$ cat src/rtl/tl_phase_if.sv
// Sensor/button inputs and lamp/phase outputs of the intersection phase scheduler.
// master = sensor/controller side, slave = scheduler.
interface tl_phase_if;
  logic       side_car;
  logic       ped_btn;
  logic       hold;
  logic       main_r;
  logic       main_y;
  logic       main_g;
  logic       side_r;
  logic       side_y;
  logic       side_g;
  logic       walk;
  logic [2:0] phase;
  logic       phase_end;

  modport master (
    output side_car, ped_btn, hold,
    input  main_r, main_y, main_g, side_r, side_y, side_g, walk, phase, phase_end
  );

  modport slave (
    input  side_car, ped_btn, hold,
    output main_r, main_y, main_g, side_r, side_y, side_g, walk, phase, phase_end
  );
endinterface

$ cat src/rtl/tl_phase_scheduler.sv
// Two-road intersection phase sequencer with pedestrian crossing; owns the single
// phase-duration counter. Main road rests on green, side/walk served on demand.
module tl_phase_scheduler #(
  parameter int MAIN_G_TIME = 8,
  parameter int SIDE_G_TIME = 4,
  parameter int YELLOW_TIME = 2,
  parameter int ALLRED_TIME = 1
) (
  input  logic        clk,
  input  logic        rst_n,
  tl_phase_if.slave   bus
);

  typedef enum logic [2:0] {
    MAIN_G = 3'd0,
    MAIN_Y = 3'd1,
    ALL_R1 = 3'd2,
    SIDE_G = 3'd3,
    SIDE_Y = 3'd4,
    ALL_R2 = 3'd5
  } state_e;

  localparam logic [7:0] MG_LAST = 8'(MAIN_G_TIME - 1);
  localparam logic [7:0] SG_LAST = 8'(SIDE_G_TIME - 1);
  localparam logic [7:0] Y_LAST  = 8'(YELLOW_TIME - 1);
  localparam logic [7:0] AR_LAST = 8'(ALLRED_TIME - 1);

  state_e     state_q, state_d, state_nxt;
  logic [7:0] cnt_q, cnt_d;
  logic       req_pend_q, req_pend_d;
  logic       req, exit_ok, adv, illegal;

  assign req = bus.side_car | bus.ped_btn | req_pend_q;

  // Next-state: exit_ok is the phase's own end condition, adv gates it with hold.
  always_comb begin
    state_nxt = ALL_R2;
    exit_ok   = 1'b0;
    illegal   = 1'b0;
    case (state_q)
      MAIN_G: begin exit_ok = (cnt_q == MG_LAST) && req; state_nxt = MAIN_Y; end
      MAIN_Y: begin exit_ok = (cnt_q == Y_LAST);         state_nxt = ALL_R1; end
      ALL_R1: begin exit_ok = (cnt_q == AR_LAST);        state_nxt = SIDE_G; end
      SIDE_G: begin exit_ok = (cnt_q == SG_LAST);        state_nxt = SIDE_Y; end
      SIDE_Y: begin exit_ok = (cnt_q == Y_LAST);         state_nxt = ALL_R2; end
      ALL_R2: begin exit_ok = (cnt_q == AR_LAST);        state_nxt = MAIN_G; end
      default: illegal = 1'b1;
    endcase

    adv = exit_ok && !bus.hold;

    state_d = state_q;
    if (illegal)  state_d = ALL_R2;
    else if (adv) state_d = state_nxt;
  end

  // Counter clears on entry; MAIN_G saturates so an idle main green never wraps.
  always_comb begin
    cnt_d = cnt_q;
    if (illegal || adv)                               cnt_d = 8'd0;
    else if (bus.hold)                                cnt_d = cnt_q;
    else if (state_q == MAIN_G && cnt_q == MG_LAST)   cnt_d = cnt_q;
    else                                              cnt_d = cnt_q + 8'd1;
  end

  // A new request on the SIDE_G entry edge survives the clear.
  always_comb begin
    req_pend_d = req_pend_q;
    if (adv && state_q == ALL_R1) req_pend_d = 1'b0;
    if (bus.side_car || bus.ped_btn) req_pend_d = 1'b1;
  end

  always_ff @(posedge clk or negedge rst_n) begin
    if (!rst_n) begin
      state_q    <= ALL_R2;
      cnt_q      <= 8'd0;
      req_pend_q <= 1'b0;
    end else begin
      state_q    <= state_d;
      cnt_q      <= cnt_d;
      req_pend_q <= req_pend_d;
    end
  end

  always_comb begin
    bus.main_g = (state_q == MAIN_G);
    bus.main_y = (state_q == MAIN_Y);
    bus.main_r = !(bus.main_g || bus.main_y);
    bus.side_g = (state_q == SIDE_G);
    bus.side_y = (state_q == SIDE_Y);
    bus.side_r = !(bus.side_g || bus.side_y);
    bus.walk   = (state_q == SIDE_G);
  end

  assign bus.phase     = state_q;
  // ALL_R2 is the reset state and would otherwise flag its end while in reset.
  assign bus.phase_end = rst_n && adv;

endmodule

$ cat src/flat_wrapper.sv
// flat-port wrapper written by rule: the top's interface ports become plain ports
module tl_phase_scheduler_flat 
#(
  parameter int MAIN_G_TIME = 8,
  parameter int SIDE_G_TIME = 4,
  parameter int YELLOW_TIME = 2,
  parameter int ALLRED_TIME = 1
)
  (clk, rst_n, bus_side_car, bus_ped_btn, bus_hold, bus_main_r, bus_main_y, bus_main_g, bus_side_r, bus_side_y, bus_side_g, bus_walk, bus_phase, bus_phase_end);
  tl_phase_if bus_i ();
  input  logic clk;
  input  logic rst_n;
  input wire logic [$bits(bus_i.side_car)-1:0] bus_side_car;
  input wire logic [$bits(bus_i.ped_btn)-1:0] bus_ped_btn;
  input wire logic [$bits(bus_i.hold)-1:0] bus_hold;
  output wire logic [$bits(bus_i.main_r)-1:0] bus_main_r;
  output wire logic [$bits(bus_i.main_y)-1:0] bus_main_y;
  output wire logic [$bits(bus_i.main_g)-1:0] bus_main_g;
  output wire logic [$bits(bus_i.side_r)-1:0] bus_side_r;
  output wire logic [$bits(bus_i.side_y)-1:0] bus_side_y;
  output wire logic [$bits(bus_i.side_g)-1:0] bus_side_g;
  output wire logic [$bits(bus_i.walk)-1:0] bus_walk;
  output wire logic [$bits(bus_i.phase)-1:0] bus_phase;
  output wire logic [$bits(bus_i.phase_end)-1:0] bus_phase_end;
  assign bus_i.side_car = bus_side_car;
  assign bus_i.ped_btn = bus_ped_btn;
  assign bus_i.hold = bus_hold;
  assign bus_main_r = bus_i.main_r;
  assign bus_main_y = bus_i.main_y;
  assign bus_main_g = bus_i.main_g;
  assign bus_side_r = bus_i.side_r;
  assign bus_side_y = bus_i.side_y;
  assign bus_side_g = bus_i.side_g;
  assign bus_walk = bus_i.walk;
  assign bus_phase = bus_i.phase;
  assign bus_phase_end = bus_i.phase_end;
  tl_phase_scheduler #(.MAIN_G_TIME(MAIN_G_TIME), .SIDE_G_TIME(SIDE_G_TIME), .YELLOW_TIME(YELLOW_TIME), .ALLRED_TIME(ALLRED_TIME)) u_core (.clk(clk), .rst_n(rst_n), .bus(bus_i));
endmodule
$ cat config.mk
export PLATFORM = sky130hd
export DESIGN_NAME = tl_phase_scheduler_flat
export DESIGN_NICKNAME = d
export VERILOG_FILES = /design/src/rtl/tl_phase_if.sv /design/src/rtl/tl_phase_scheduler.sv /design/src/flat_wrapper.sv
export SDC_FILE = /design/constraint.sdc
export NUM_CORES = 1
export LEC_CHECK = 0
export BUFFER_PORTS_ARGS = -buffer_cell sky130_fd_sc_hd__buf_2
export CORE_UTILIZATION = 52
export DETAILED_ROUTE_END_ITERATION = 10
export PLACE_DENSITY = 0.79
export SLEW_MARGIN = 5
export SYNTH_ARGS = -nofsm -noshare
export SYNTH_HDL_FRONTEND = slang
export SYNTH_SLANG_ARGS = --single-unit
$ cat constraint.sdc
create_clock -name clk -period 4.2 [get_ports clk]
set_input_delay 0.63 -clock clk [delete_from_list [all_inputs] [get_ports clk]]
set_output_delay 0.63 -clock clk [all_outputs]
set_load 0.02 [all_outputs]
* After elaboration in Yosys (flattened, before gate mapping)
Index checks and enable logic that the tools add are counted.
Widths: inputs -> output; s select.
** Word-level totals
- Bits of input ports :: 5
- Logic and storage cells :: 46
- Flip-flop bits (word level) :: 12
** Cells by class
- Mux-type cells :: 10
- Eq/ne operators :: 11
- Reductions and logical operators :: 19
- Add/subtract/negate cells :: 1
- Bitwise logic cells :: 2
** Operators with widths (count)
- $mux 8 :: 3
- $pmux 3 s5 :: 1
- $add 8x1->8 const B :: 1
- $eq 8x1->1 const B :: 1
- $eq 8x2->1 const B :: 1
- $eq 8x3->1 const B :: 1
- $logic_not 8->1 :: 1
- $eq 3x2->1 const B :: 2
- $eq 3x3->1 const B :: 2
- $mux 3 :: 2
- $ne 2x1->1 const B :: 3
- $reduce_or 6->1 :: 1
- $logic_and 1x1->1 :: 5
- $logic_or 1x1->1 :: 4
- $pmux 1 s4 :: 1
- $reduce_or 2->1 :: 2
- $eq 3x1->1 const B :: 1
- $logic_not 1->1 :: 3
- $logic_not 3->1 :: 1
- $mux 1 :: 3
- $or 1x1->1 :: 2
- $reduce_and 2->1 :: 1
- $reduce_bool 2->1 :: 1

* Longest topological paths before layout
- Depth after elaboration :: 8
- Gate-level depth with buffers :: 6
- Mapped depth without buffers :: 6

* Worst setup path after synthesis
OpenSTA, ideal clock, no wires.
- Path kind :: register to output
- From :: reg u_core.state_q[1], in the netlist u_core.bus.phase[1]
- To :: out bus_phase_end
- Cell stages (with the launch flop) :: 5
- Path buffers :: 0
- Arrival time :: 1.861 ns
- Setup slack :: 1.709 ns
- Data required time :: 3.570 ns
- Cells stage by stage :: dfrtp_1 > or3_4 > or3_4 > a31oi_4 > and3b_1
** On the way
- Cells in the longest elaborated chain, start to end :: 5
- Elaborated cells on any way between the ends :: 11
- Those cells by class :: eq/ne (5); mux (1); reduce/logical (5)
** Ends and longest elaborated chain
- from (decl) :: RTL line tl_phase_scheduler.sv:28 : state_e state_q, state_d, state_nxt;
- from (signal assigned) :: RTL line tl_phase_scheduler.sv:79 : state_q <= state_d;
- $eq 3x3->1 (tied with other cells) :: RTL line tl_phase_scheduler.sv:40 : case (state_q)
- $reduce_or 2->1 (no source line)
- $pmux 1 s4 (*) :: RTL line tl_phase_scheduler.sv:40
- $logic_and 1x1->1 (*) :: RTL line tl_phase_scheduler.sv:50 : adv = exit_ok && !bus.hold;
- $logic_and 1x1->1 (*) :: RTL line tl_phase_scheduler.sv:97 : assign bus.phase_end = rst_n && adv;
- to (decl) :: RTL line flat_wrapper.sv:24 : output wire logic [$bits(bus_i.phase_end)-1:0] bus_phase_end;
Mark *: on every way between the ends. The rest lies on a longest branch, timed or not.

* Final worst setup path
Ends and elaborated chain as after synthesis.

==> results.yml <==
run_status:
  status: "complete, no violations"
timing:
  slew_violations: 0
  fin_crit_sh_pct: 70.20
  clock.fmax_ghz: 0.3392
  finalSetupViolCount: 0
  whs_ps: 217.9
  hold_violations: 0
  layout_min_cycle_time_ps: 2948
  rsz0062_at_grt: "false"
  tns_ps: 0
  slew_headroom_pct: 66.69
  tightest_slew_ps: 495.1
  skew_ps: 8.439
yosys:
  yosysWarnings: 0
  ys_seq_area_share_pct: 36.50
  synth_edf_count: 0
  yosysUniqueCellTypes: 39
  synth_nets: 94
  syn_area_um2: 829.5
  ys_seq_elements: 12
  synth.avg_cell_area_um2: 9.535
  syn-instance-count: 87
  async_flop_share_pct: 100.0
  ys_dominant_reg_cell: "dfrtp_1"
setup_path:
  path_max_fanout: 13
  cp-end-kind: "primary output"
  critPathKind: "flip-flop to primary output"
  cp_data_arrival_time_ps: 2320
  crit_required_ps: 3570
  worstSetupStartpointType: "flip-flop"
cts:
  cts_root_buffer: "clkbuf_4"
  cts_inserted_buffers: 3
  clock_latency_ps: 270
  post_cts_resized: 0
  holdBufCountCts: 0
  clk_path_buf_depth: 2
  clk_pin_slew_ps: 80
  tritoncts: "done"
  clock_sinks: 12
  cts_setup_buffers: 0
  htreeDepth: 1
floorplanning:
  fp.dieH_um: 41.94
  die_area_mm2: 0.001759
  coreArea_mm2: 0.001506
  initial_core_util_pct: 55.07
  die_w_um: 41.94
  ios: 16
  rows: 14
drt:
  routedWlPerCell_um: 14.33
  wl_um: 1677
  route.detailed.drc: 0
  dr.pass1.iters: 6
  drt_iter0_drc: 8
  vias_per_cell: 6.077
  antenna_left: 0
  num_vias: 711
placement:
  hpwl_um: 1176
  dp_cells: 113
  gp_congestion: 0.8202
  placed_area_um2: 900.9
  io_buffers: 15
global_routing:
  grt_max_degree: 15
  grt_pass1_wl_um: 3008
  antenna_found_initial: 0
  grt_overflow_total: 0
  grt_usage_pct: 22.68
  grt_pass1_vias: 674
layout:
  insertedDiodeCount: 0
  final_core_util_pct: 62.21
  syn2layout_area_growth_pct: 12.97
  fillCellCount: 141
  multi_input_comb_area_um2: 480.5
  final_common_cell: "buf_2"
  seqCellArea_um2: 302.8
  num-nets-final: 109
  finalInstanceArea_um2: 937.1
  final_cell_mix: "buf_2 (15), nor3_1 (10), dfrtp_1 (10)"
  drive_above_1_share_pct: 28.71
  fin_cells: 117
worst_hold_path:
  hold_class: "input port to async pin"
pwr:
  p_leak_nw: 0.4167
  ir_worst_vdd_uv: 285.9
  p_per_area_mw_per_mm2: 600.7
job:
  drv_cap: 0
## metrics by stage
stage	setup slack, ps	power, mW
floorplan	1709	0.4019
global placement	1589	0.4614
detailed placement	1553	0.4676
CTS	1249	0.5623
global route	1126	0.6021
finish	1252	0.5630
## cells by family (layout without fill, tap and decap cells)
kind of cell / Yosys count / in the layout / synth area share (%)
AOI/OAI and AO/OA: 14 / 14 / 15.99
adders and majority gates: 2 / 2 / 3.016
DFF: 12 / 12 / 36.50
muxes: 2 / 2 / 2.564
xor gates and xnor gates: 6 / 6 / 6.335
and+or+nand+nor: 40 / 40 / 30.02
buffers and inverters: 11 / 25 / 5.580
## where the power goes
part | internal [mW] | switching [mW]
sequential | 0.150 | 0.0587
clock | 0.0527 | 0.0393
combinational | 0.110 | 0.153
total | 0.312 | 0.251
## critical path, cell delays in order (launching register included)
cell and delay (ps):
dfrtp_1 490, or3_4 440, or3_4 410, a31oi_4 350
and3b_1 200, buf_2 150
## path summary, 6_finish.rpt
| kind | from | to | slack (ps) | cells past startpoint |
|---|---|---|---|---|
| setup / recovery | u_core.bus.phase[1] | bus_phase_end | 1250 | 5 |
| hold / removal | rst_n | u_core.cnt_q[7] | 220 | 1 |
| setup reg to reg | u_core.bus.phase[1] | u_core.req_pend_q | 2230 | 4 |
| hold reg to reg | u_core.req_pend_q | u_core.req_pend_q | 570 | 2 |
| max in group asynchronous | rst_n | u_core.bus.phase[0] | 3700 | 1 |
| min in group clk | u_core.req_pend_q | u_core.req_pend_q | 570 | 2 |
## final cells by class
class,instances,share of cell area (%)
multi-input cells,64,51.27
flip-flops and latches,12,32.31
repair buffers,15,8.011
clock buffers,4,3.872
inverters,6,2.403
well taps,16,2.136
## cell usage after synthesis (all sizes together) (2+ instances only)
master  number  area share [%]
ha           2             3.0
clkbuf       2            0.91
xnor2        5             5.3
nor2b        2             1.5
dfrtp       10              30
and2         2             1.5
nand4b       2             2.1
a21oi        4             2.4
nor4         2             1.5
buf          3             2.0
nand2        2            0.91
nor3        10             6.0
nor2         4             1.8
o21ai        3             2.3
and3b        2             2.1
dfstp        2             6.3
or3          3             3.5
nor3b        2             1.8
a31oi        2             3.3
nand3        4             2.4
inv          6             2.7
## sequential cells by signal (all words and copies together) (netlist names), named ones only
| signal | count |
|---|---|
| u_core.req_pend_q | 1 |
| u_core.cnt_q | 8 |
| u_core.bus.phase | 2 |
## layer usage
| layer | vias up | wire length, um | global-route usage [%] |
|---|---|---|---|
| li1 | 348 | - | - |
| met1 | 346 | 824 | 31.64 |
| met2 | 12 | 765 | 35.63 |
| met3 | 5 | 62 | 3.913 |
| met4 | 0 | 25 | 7.742 |
| met5 | - | 0 | 0 |
(Power assumes the default switching activity.)
